===== config.mk =====
export PLATFORM = sky130hd
export DESIGN_NAME = uart_reg_ctrl_flat
export DESIGN_NICKNAME = d
export VERILOG_FILES = /design/src/rtl/uart_reg_ctrl_pkg.sv /design/src/rtl/uart_reg_ctrl_if.sv /design/src/rtl/uart_reg_timeout.sv /design/src/rtl/uart_reg_ctrl.sv /design/src/flat_wrapper.sv
export SDC_FILE = /design/constraint.sdc
export NUM_CORES = 1
export LEC_CHECK = 0
export CORE_UTILIZATION = 51
export DETAILED_ROUTE_END_ITERATION = 12
export PLACE_DENSITY = 0.92
export RECOVER_POWER = 50
export SLEW_MARGIN = 20
export SYNTH_ARGS = -nofsm -noshare
export SYNTH_HDL_FRONTEND = slang
export SYNTH_SLANG_ARGS = --single-unit

===== constraint.sdc =====
create_clock -name clk_in -period 3.6 [get_ports clk_in]
set_input_delay 0.72 -clock clk_in [delete_from_list [all_inputs] [get_ports clk_in]]
set_output_delay 0.72 -clock clk_in [all_outputs]
set_load 0.005 [all_outputs]

===== src/rtl/uart_reg_ctrl_pkg.sv =====
// uart_reg_ctrl_pkg
// Shared definitions for the UART register controller: FSM state encoding,
// command byte layout, default event byte and an address range helper.
// No ports.

package uart_reg_ctrl_pkg;

    // Controller states
    typedef enum logic [2:0] {
        ST_IDLE,
        ST_WAIT_DATA,
        ST_RD_STROBE,
        ST_RD_CAPT,
        ST_TX_REQ,
        ST_TX_WAIT
    } state_t;

    // Command byte: bit 7 selects read (1) or write (0), bits 6:0 are the address
    localparam int RW_BIT = 7;

    // Width of the register address presented on the register bus
    localparam int ADDR_W = 3;

    // Byte transmitted when a code-phase event is reported
    localparam logic [7:0] EVT_BYTE_DEFAULT = 8'hE5;

    // True when a 7-bit command address selects an existing register
    function automatic logic addr_in_range(input logic [6:0] addr, input int n_regs);
        return int'(addr) < n_regs;
    endfunction

endpackage


===== src/rtl/uart_reg_ctrl_if.sv =====
// uart_reg_ctrl_if
// Bundles the UART receive/transmit handshake, the register bus and the
// code-phase event input of the UART register controller.
// Signals:
//   rx_valid_in, rx_data_in      received byte pulse and data
//   reg_wr_out, reg_rd_out       register write / read strobes
//   reg_addr_out, reg_wdata_out  register address and write data
//   reg_rdata_in                 register read data (one cycle after reg_rd_out)
//   tx_start_out, tx_data_out    transmit request pulse and byte
//   tx_busy_in                   transmitter busy
//   code_phase_done_in           code generator event pulse
//   rx_drop_out, timeout_out     discarded byte / abandoned write pulses
// Modports:
//   master  the controller side
//   slave   the UART, register file and event source side

interface uart_reg_ctrl_if;
    import uart_reg_ctrl_pkg::*;

    logic              rx_valid_in;
    logic [7:0]        rx_data_in;
    logic              reg_wr_out;
    logic              reg_rd_out;
    logic [ADDR_W-1:0] reg_addr_out;
    logic [7:0]        reg_wdata_out;
    logic [7:0]        reg_rdata_in;
    logic              tx_start_out;
    logic [7:0]        tx_data_out;
    logic              tx_busy_in;
    logic              code_phase_done_in;
    logic              rx_drop_out;
    logic              timeout_out;

    modport master (
        input  rx_valid_in, rx_data_in, reg_rdata_in, tx_busy_in, code_phase_done_in,
        output reg_wr_out, reg_rd_out, reg_addr_out, reg_wdata_out,
               tx_start_out, tx_data_out, rx_drop_out, timeout_out
    );

    modport slave (
        output rx_valid_in, rx_data_in, reg_rdata_in, tx_busy_in, code_phase_done_in,
        input  reg_wr_out, reg_rd_out, reg_addr_out, reg_wdata_out,
               tx_start_out, tx_data_out, rx_drop_out, timeout_out
    );

endinterface


===== src/rtl/uart_reg_timeout.sv =====
// uart_reg_timeout
// Counts clocks while a write command waits for its data byte.
// Ports:
//   clk      system clock
//   rst      synchronous active-high reset
//   clear    restart the count from zero
//   enable   advance the count by one this clock
//   expired  high while the count equals TIMEOUT_CLKS-1
// The count saturates at the expiry value so expired stays high until cleared.

module uart_reg_timeout #(
    parameter int TIMEOUT_CLKS = 5680
) (
    input  logic clk,
    input  logic rst,
    input  logic clear,
    input  logic enable,
    output logic expired
);

    localparam int CNT_W = $clog2(TIMEOUT_CLKS + 1);

    logic [CNT_W-1:0] count;

    always_ff @(posedge clk) begin
        if (rst || clear) begin
            count <= '0;
        end else if (enable && !expired) begin
            count <= count + 1'b1;
        end
    end

    assign expired = (count == CNT_W'(TIMEOUT_CLKS - 1));

endmodule


===== src/rtl/uart_reg_ctrl.sv =====
// uart_reg_ctrl
// Decodes command bytes received over a UART into register writes and reads,
// and returns read data (or an event notification byte) to the transmitter.
// Ports:
//   clk_in   system clock, rising edge
//   rst_in   synchronous active-high reset
//   bus      uart_reg_ctrl_if.master: UART rx/tx handshake, register bus,
//            code-phase event input, drop and timeout pulses
// Parameters:
//   N_REGS        number of registers (valid addresses 0..N_REGS-1)
//   TIMEOUT_CLKS  clocks allowed between a write command and its data byte
//   EVT_BYTE      byte sent when a code-phase event is reported
// Build option:
//   EVENT_NOTIFY_EN  when defined, code_phase_done_in events are queued in a
//                    single pending flag and reported by sending EVT_BYTE.
//                    When undefined the event input is ignored.

module uart_reg_ctrl
    import uart_reg_ctrl_pkg::*;
#(
    parameter int         N_REGS       = 8,
    parameter int         TIMEOUT_CLKS = 5680,
    parameter logic [7:0] EVT_BYTE     = EVT_BYTE_DEFAULT
) (
    input logic             clk_in,
    input logic             rst_in,
    uart_reg_ctrl_if.master bus
);

    state_t     state;
    logic       in_range;
    logic       tx_first;
    logic       tmo_clear;
    logic       tmo_enable;
    logic       tmo_expired;
    logic       evt_take;
    logic       rx_rw;
    logic [6:0] rx_addr;
    logic       cmd_in_range;

    assign rx_rw        = bus.rx_data_in[RW_BIT];
    assign rx_addr      = bus.rx_data_in[6:0];
    assign cmd_in_range = addr_in_range(rx_addr, N_REGS);

    // The counter only runs while a write waits for data and restarts
    // whenever the controller is anywhere else.
    assign tmo_clear  = (state != ST_WAIT_DATA);
    assign tmo_enable = (state == ST_WAIT_DATA);

    uart_reg_timeout #(
        .TIMEOUT_CLKS(TIMEOUT_CLKS)
    ) u_timeout (
        .clk     (clk_in),
        .rst     (rst_in),
        .clear   (tmo_clear),
        .enable  (tmo_enable),
        .expired (tmo_expired)
    );

`ifdef EVENT_NOTIFY_EN
    logic evt_pending;

    // A received byte in IDLE wins over a pending event; the event then
    // waits for the next idle cycle without traffic.
    assign evt_take = (state == ST_IDLE) && evt_pending && !bus.rx_valid_in;

    // Events coalesce into one flag. An event arriving in the same cycle the
    // flag is consumed sets it again so it is not lost.
    always_ff @(posedge clk_in) begin
        if (rst_in) begin
            evt_pending <= 1'b0;
        end else begin
            evt_pending <= bus.code_phase_done_in || (evt_pending && !evt_take);
        end
    end
`else
    logic unused_evt_in;

    assign unused_evt_in = bus.code_phase_done_in;
    assign evt_take      = 1'b0;
`endif

    always_ff @(posedge clk_in) begin
        if (rst_in) begin
            state             <= ST_IDLE;
            in_range          <= 1'b0;
            tx_first          <= 1'b0;
            bus.reg_wr_out    <= 1'b0;
            bus.reg_rd_out    <= 1'b0;
            bus.reg_addr_out  <= '0;
            bus.reg_wdata_out <= 8'h00;
            bus.tx_start_out  <= 1'b0;
            bus.tx_data_out   <= 8'h00;
            bus.rx_drop_out   <= 1'b0;
            bus.timeout_out   <= 1'b0;
        end else begin
            bus.reg_wr_out   <= 1'b0;
            bus.reg_rd_out   <= 1'b0;
            bus.tx_start_out <= 1'b0;
            bus.rx_drop_out  <= 1'b0;
            bus.timeout_out  <= 1'b0;

            // Only IDLE and WAIT_DATA consume bytes; anything else overruns
            if (bus.rx_valid_in && (state != ST_IDLE) && (state != ST_WAIT_DATA)) begin
                bus.rx_drop_out <= 1'b1;
            end

            case (state)
                ST_IDLE: begin
                    if (bus.rx_valid_in) begin
                        bus.reg_addr_out <= rx_addr[ADDR_W-1:0];
                        in_range         <= cmd_in_range;
                        if (rx_rw) begin
                            // Out-of-range reads still answer, just without a strobe
                            bus.reg_rd_out <= cmd_in_range;
                            state          <= ST_RD_STROBE;
                        end else begin
                            state <= ST_WAIT_DATA;
                        end
                    end else if (evt_take) begin
                        bus.tx_data_out <= EVT_BYTE;
                        state           <= ST_TX_REQ;
                    end
                end

                ST_WAIT_DATA: begin
                    if (bus.rx_valid_in) begin
                        bus.reg_wr_out    <= in_range;
                        bus.reg_wdata_out <= bus.rx_data_in;
                        state             <= ST_IDLE;
                    end else if (tmo_expired) begin
                        bus.timeout_out <= 1'b1;
                        state           <= ST_IDLE;
                    end
                end

                ST_RD_STROBE: begin
                    state <= ST_RD_CAPT;
                end

                ST_RD_CAPT: begin
                    bus.tx_data_out <= in_range ? bus.reg_rdata_in : 8'h00;
                    state           <= ST_TX_REQ;
                end

                ST_TX_REQ: begin
                    if (!bus.tx_busy_in) begin
                        bus.tx_start_out <= 1'b1;
                        tx_first         <= 1'b1;
                        state            <= ST_TX_WAIT;
                    end
                end

                ST_TX_WAIT: begin
                    // The transmitter cannot report busy in the cycle it sees
                    // tx_start, so the first cycle here ignores tx_busy_in.
                    if (tx_first) begin
                        tx_first <= 1'b0;
                    end else if (!bus.tx_busy_in) begin
                        state <= ST_IDLE;
                    end
                end

                default: begin
                    state <= ST_IDLE;
                end
            endcase
        end
    end

endmodule


===== src/flat_wrapper.sv =====
// flat-port wrapper written by rule: the top's interface ports become plain ports
module uart_reg_ctrl_flat import uart_reg_ctrl_pkg::*;
#(
    parameter int         N_REGS       = 8,
    parameter int         TIMEOUT_CLKS = 5680,
    parameter logic [7:0] EVT_BYTE     = EVT_BYTE_DEFAULT
)
  (clk_in, rst_in, bus_rx_valid_in, bus_rx_data_in, bus_reg_rdata_in, bus_tx_busy_in, bus_code_phase_done_in, bus_reg_wr_out, bus_reg_rd_out, bus_reg_addr_out, bus_reg_wdata_out, bus_tx_start_out, bus_tx_data_out, bus_rx_drop_out, bus_timeout_out);
  uart_reg_ctrl_if bus_i ();
  input logic clk_in;
  input logic rst_in;
  input wire logic [$bits(bus_i.rx_valid_in)-1:0] bus_rx_valid_in;
  input wire logic [$bits(bus_i.rx_data_in)-1:0] bus_rx_data_in;
  input wire logic [$bits(bus_i.reg_rdata_in)-1:0] bus_reg_rdata_in;
  input wire logic [$bits(bus_i.tx_busy_in)-1:0] bus_tx_busy_in;
  input wire logic [$bits(bus_i.code_phase_done_in)-1:0] bus_code_phase_done_in;
  output wire logic [$bits(bus_i.reg_wr_out)-1:0] bus_reg_wr_out;
  output wire logic [$bits(bus_i.reg_rd_out)-1:0] bus_reg_rd_out;
  output wire logic [$bits(bus_i.reg_addr_out)-1:0] bus_reg_addr_out;
  output wire logic [$bits(bus_i.reg_wdata_out)-1:0] bus_reg_wdata_out;
  output wire logic [$bits(bus_i.tx_start_out)-1:0] bus_tx_start_out;
  output wire logic [$bits(bus_i.tx_data_out)-1:0] bus_tx_data_out;
  output wire logic [$bits(bus_i.rx_drop_out)-1:0] bus_rx_drop_out;
  output wire logic [$bits(bus_i.timeout_out)-1:0] bus_timeout_out;
  assign bus_i.rx_valid_in = bus_rx_valid_in;
  assign bus_i.rx_data_in = bus_rx_data_in;
  assign bus_i.reg_rdata_in = bus_reg_rdata_in;
  assign bus_i.tx_busy_in = bus_tx_busy_in;
  assign bus_i.code_phase_done_in = bus_code_phase_done_in;
  assign bus_reg_wr_out = bus_i.reg_wr_out;
  assign bus_reg_rd_out = bus_i.reg_rd_out;
  assign bus_reg_addr_out = bus_i.reg_addr_out;
  assign bus_reg_wdata_out = bus_i.reg_wdata_out;
  assign bus_tx_start_out = bus_i.tx_start_out;
  assign bus_tx_data_out = bus_i.tx_data_out;
  assign bus_rx_drop_out = bus_i.rx_drop_out;
  assign bus_timeout_out = bus_i.timeout_out;
  uart_reg_ctrl #(.N_REGS(N_REGS), .TIMEOUT_CLKS(TIMEOUT_CLKS), .EVT_BYTE(EVT_BYTE)) u_core (.clk_in(clk_in), .rst_in(rst_in), .bus(bus_i));
endmodule

==> parameters.txt <==
Parameter                              Value

Synth
  Multiplexer share of the synthesized area ... 0.0399
  Largest area contributor in the synthesized netlist ... sky130_fd_sc_hd__dfxtp_1
  Net count after synthesis ... ~230
  Largest family of logic cells by synthesized area ... simple AND/OR/NAND/NOR gates
  Commonest register cell after synthesis ... sky130_fd_sc_hd__dfxtp_1
  Async set or reset register ratio after synthesis ... 0
  Flip-flop and latch count after synthesis ... 42
  Fraction of the mapped netlist area in compound gates ... 0.0969
  Synthesized instance count ... slightly above 200
  Synthesized-area fraction occupied by adder cells ... 0.00713
  Simple logic cell fraction of the synthesized area ... 0.317
  Yosys Warn Count ... 0
  Xor and xnor fraction of the mapped netlist area ... 0.0249
  Mean cell area of the mapped netlist ... between 8 and 9 um^2
  Number of distinct library cells after synthesis ... 37
  Netlist area before placement ... ~0.0018 mm^2
  Number of flops mapped to enable cells by yosys ... 0
  Sequential cell area fraction in the yosys report ... 0.479
  Post-synth top area share ... 0.479
  Largest cells by area after synthesis ... sky130_fd_sc_hd__dfxtp_1 (48%), sky130_fd_sc_hd__nand2_1 (7.7%), sky130_fd_sc_hd__a21oi_1 (6.8%)

STA
  Worst setup margin ... around 1.5 ns
  Max Slew Vio Count ... 0
  Unrepaired setup endpoints after global routing ... no
  Final cycle utilization of the critical path ... 0.589
  Final worst path period need ... ~2.1 ns
  Remaining max-slew budget at the tightest pin ... 0.384
  Final number of hold-violating endpoints ... 0
  Post-route setup TNS ... 0 ns
  Worst Max-Slew Pin Slew ... slightly above 0.9 ns
  Highest clock frequency the design can meet ... between 400 and 500 MHz
  Number of setup violations in the final report ... 0
  Final Skew ... approximately 0.011 ns

Setup path
  Critical path startpoint category ... primary input
  Critical path peak fanout ... 17
  Type of the worst setup path ... in2reg
  Worst r2r src ... u_core.state[0]
  CP startpoint ... rst_in
  Req. time, crit path ... between 3 and 4 ns
  Arrival time of data at the critical path endpoint ... ~2.3 ns
  Crit path capture type ... flip-flop

Pwr
  P_leak ... between 0.0007 and 0.0008 uW
  Switching share of power ... 0.263
  Net Sw Power ... around 220 uW
  Internal power ... 621 uW
  Power share of the sequential group ... 0.596
  Portion of total power attributed to combinational logic ... 0.149
  Pwr/cell area ... 377 mW/mm^2
  Power after layout ... ~840 uW
  Worst ir drop on vdd ... 0.249 mV
  Proportion of power drawn by the clock network ... 0.254

Hold path
  Source of the worst hold timing path ... u_core.bus.tx_data_out[1]
  Class of the most critical hold timing path ... reg2reg

Cells and area
  Inserted Diodes ... 0
  Area growth from synthesis to layout ... 27.3%
  Fraction of final layout cells sized beyond drive strength 1 ... 0.0324
  Net total in the final layout ... about 270
  Share of the core filled with cells in the final layout ... 0.709
  Design Area, Final ... ~0.0022 mm^2

Placed design
  Dpl cell area ... roughly 0.0022 mm^2
  Weighted congestion reported at the end of routability-driven placement ... around 0.76
  Port Buffers ... between 40 and 50
  Final HPWL DP ... 2780 um
  Post-Place Worst Slack ... 1.28 ns

Clock tree
  Hold buffers post-CTS ... 0
  TritonCTS clock tree ... built
  Bufs on Longest Clock Path ... 2
  CTS Root Buffer Type ... sky130_fd_sc_hd__clkbuf_4
  Clk sinks ... 42
  Number of buffers created by CTS ... 5
  Clock insertion delay at the later pin of the skew report ... between 0.3 and 0.4 ns
  Number of setup buffers added after CTS ... 0
  Depth of the CTS H-tree ... 2
  Clock slew seen by the registers of the worst setup and hold paths ... roughly 0.11 ns
  Number of gates resized after cts ... 0

Floorplan
  Initial Utilization ... 0.557
  DIE HEIGHT ... 60.7 um
  Core box area ... between 0.003 and 0.004 mm^2
  Total die area ... 0.00368 mm^2
  Total number of placement rows ... 20
  Die Span X ... 60.7 um
  Count of pins on the block boundary ... 45

Route
  Mean routed wirelength per cell ... 13.3 um
  DR pass1 iterations ... 4
  Number of nets still failing antenna checks after routing ... 0
  Number of design rule violations left after detail routing ... 0
  Sum of routed wire length over all layers ... roughly 3900 um
  Overall via count from detail_route ... 1578
  Post-DR vias/cell ... 5.42
  Number of design-rule violations left by the first detailed-router iteration ... 50

Global route
  Pin count of the biggest net entering global routing ... 18
  Tot GR Track Use ... 0.239
  Gr ovfl total ... 0
  Initial antenna violation count ... 0
  Wire length of the first global-routing pass ... 6330 um
  Via count of the first global-routing pass ... between 1000 and 1500

Job
  Max-cap violations ... 0

Outcome
  Status ... finished clean
[synthesized netlist by cell type, types with 2 or more instances]
master                     number
sky130_fd_sc_hd__nand2_1       36
sky130_fd_sc_hd__and3_1         4
sky130_fd_sc_hd__nor3b_2        2
sky130_fd_sc_hd__nor4_1         4
sky130_fd_sc_hd__nor3_1         4
sky130_fd_sc_hd__or4_1          2
sky130_fd_sc_hd__a21oi_1       24
sky130_fd_sc_hd__buf_1          2
sky130_fd_sc_hd__inv_1          3
sky130_fd_sc_hd__dfxtp_1       42
sky130_fd_sc_hd__nor3b_1        3
sky130_fd_sc_hd__nor2_1        16
sky130_fd_sc_hd__xnor2_1        3
sky130_fd_sc_hd__clkbuf_1       7
sky130_fd_sc_hd__nand4_1        2
sky130_fd_sc_hd__o21ai_0        2
sky130_fd_sc_hd__xor2_1         2
sky130_fd_sc_hd__or3_1          6
sky130_fd_sc_hd__nand2b_1       4
sky130_fd_sc_hd__mux2i_1        7
sky130_fd_sc_hd__nand3_1       16
[final cells by class]
class	count	area, um^2
fillers	258	918
multi-input cells	151	848
flip-flops and latches	42	841
repair buffers	44	434
well taps	44	55.1
clock buffers	7	45.0
inverters	3	11.3
[worst max-delay path: stages]
cell and delay, ns:
sky130_fd_sc_hd__dlygate4sd3_1 0.92, sky130_fd_sc_hd__clkbuf_1 0.58, sky130_fd_sc_hd__a21oi_1 0.11
[registers in the layout (all words and copies together) (netlist names), 3 cells and up]
register,cells
u_core.bus.reg_addr_out,3
u_core.bus.reg_wdata_out,8
u_core.bus.tx_data_out,8
u_core.state,3
u_core.u_timeout.count,13
[final timing paths]
| path | to | slack, ns | cells after the start |
|---|---|---|---|
| max | u_core.bus.reg_wdata_out[2] | 1.48 | 3 |
| min | u_core.bus.tx_data_out[1] | 0.46 | 2 |
| max reg2reg | u_core.u_timeout.count[11] | 1.68 | 4 |
| min reg2reg | u_core.bus.tx_data_out[1] | 0.46 | 2 |
[per-layer routing]
metal  up-vias  wire length [um]  global-route usage
met1       715              1620               0.276
met5         -                 0                   0
met3        14               291               0.113
met4         0                89               0.123
met2        50              1870               0.370
li1        799                 -                   -
[cell usage in the layout, fill, tap and decap left out]
master                             n
sky130_fd_sc_hd__dfxtp_1          42
sky130_fd_sc_hd__clkdlybuf4s50_1  38
sky130_fd_sc_hd__nand2_1          36
sky130_fd_sc_hd__a21oi_1          24
sky130_fd_sc_hd__nand3_1          16
sky130_fd_sc_hd__nor2_1           16
sky130_fd_sc_hd__mux2i_1           7
sky130_fd_sc_hd__or3_1             6
sky130_fd_sc_hd__clkbuf_4          5
sky130_fd_sc_hd__dlygate4sd3_1     5
sky130_fd_sc_hd__nand2b_1          4
sky130_fd_sc_hd__and3_1            4
sky130_fd_sc_hd__nor3b_1           4
sky130_fd_sc_hd__nor3_1            4
sky130_fd_sc_hd__nor4_1            4
sky130_fd_sc_hd__inv_1             3
sky130_fd_sc_hd__xnor2_1           3
sky130_fd_sc_hd__clkbuf_1          3
sky130_fd_sc_hd__xor2_1            2
sky130_fd_sc_hd__or4_1             2
sky130_fd_sc_hd__o21ai_0           2
sky130_fd_sc_hd__nand4_1           2
sky130_fd_sc_hd__nor3b_2           1
sky130_fd_sc_hd__or3b_1            1
sky130_fd_sc_hd__nor2b_1           1
sky130_fd_sc_hd__nor4bb_1          1
sky130_fd_sc_hd__and4_1            1
sky130_fd_sc_hd__nand3b_1          1
sky130_fd_sc_hd__and2_1            1
sky130_fd_sc_hd__nor4b_2           1
sky130_fd_sc_hd__o31ai_1           1
sky130_fd_sc_hd__a311oi_1          1
sky130_fd_sc_hd__or4_4             1
sky130_fd_sc_hd__a21o_1            1
sky130_fd_sc_hd__a21boi_0          1
sky130_fd_sc_hd__o32ai_1           1
sky130_fd_sc_hd__ha_1              1
[stage by stage]
step | instances | hold slack (ns)
3_5_place_dp | 284 | 0.448
3_3_place_gp | 284 | 0.437
4_1_cts | 291 | 0.464
6_report | 291 | 0.463
2_1_floorplan | 207 | 0.439
5_1_grt | 291 | 0.486
[power groups by stage]
stage               Combinational [uW]  Clock (uW)  Sequential [uW]
CTS                                128         219              502
global route                       139         244              506
floorplan                         84.7           0              502
detailed placement                 128           0              513
global placement                   125           0              512
finish                             126         214              502
[logic make-up after synthesis]
logic type,count (synthesis)
fa+ha+maj,1
compound gates,31
simple gates,107
xor+xnor,5
flops,42
mux,7
buf+inv,14
Power figures use the tool's default switching activity.
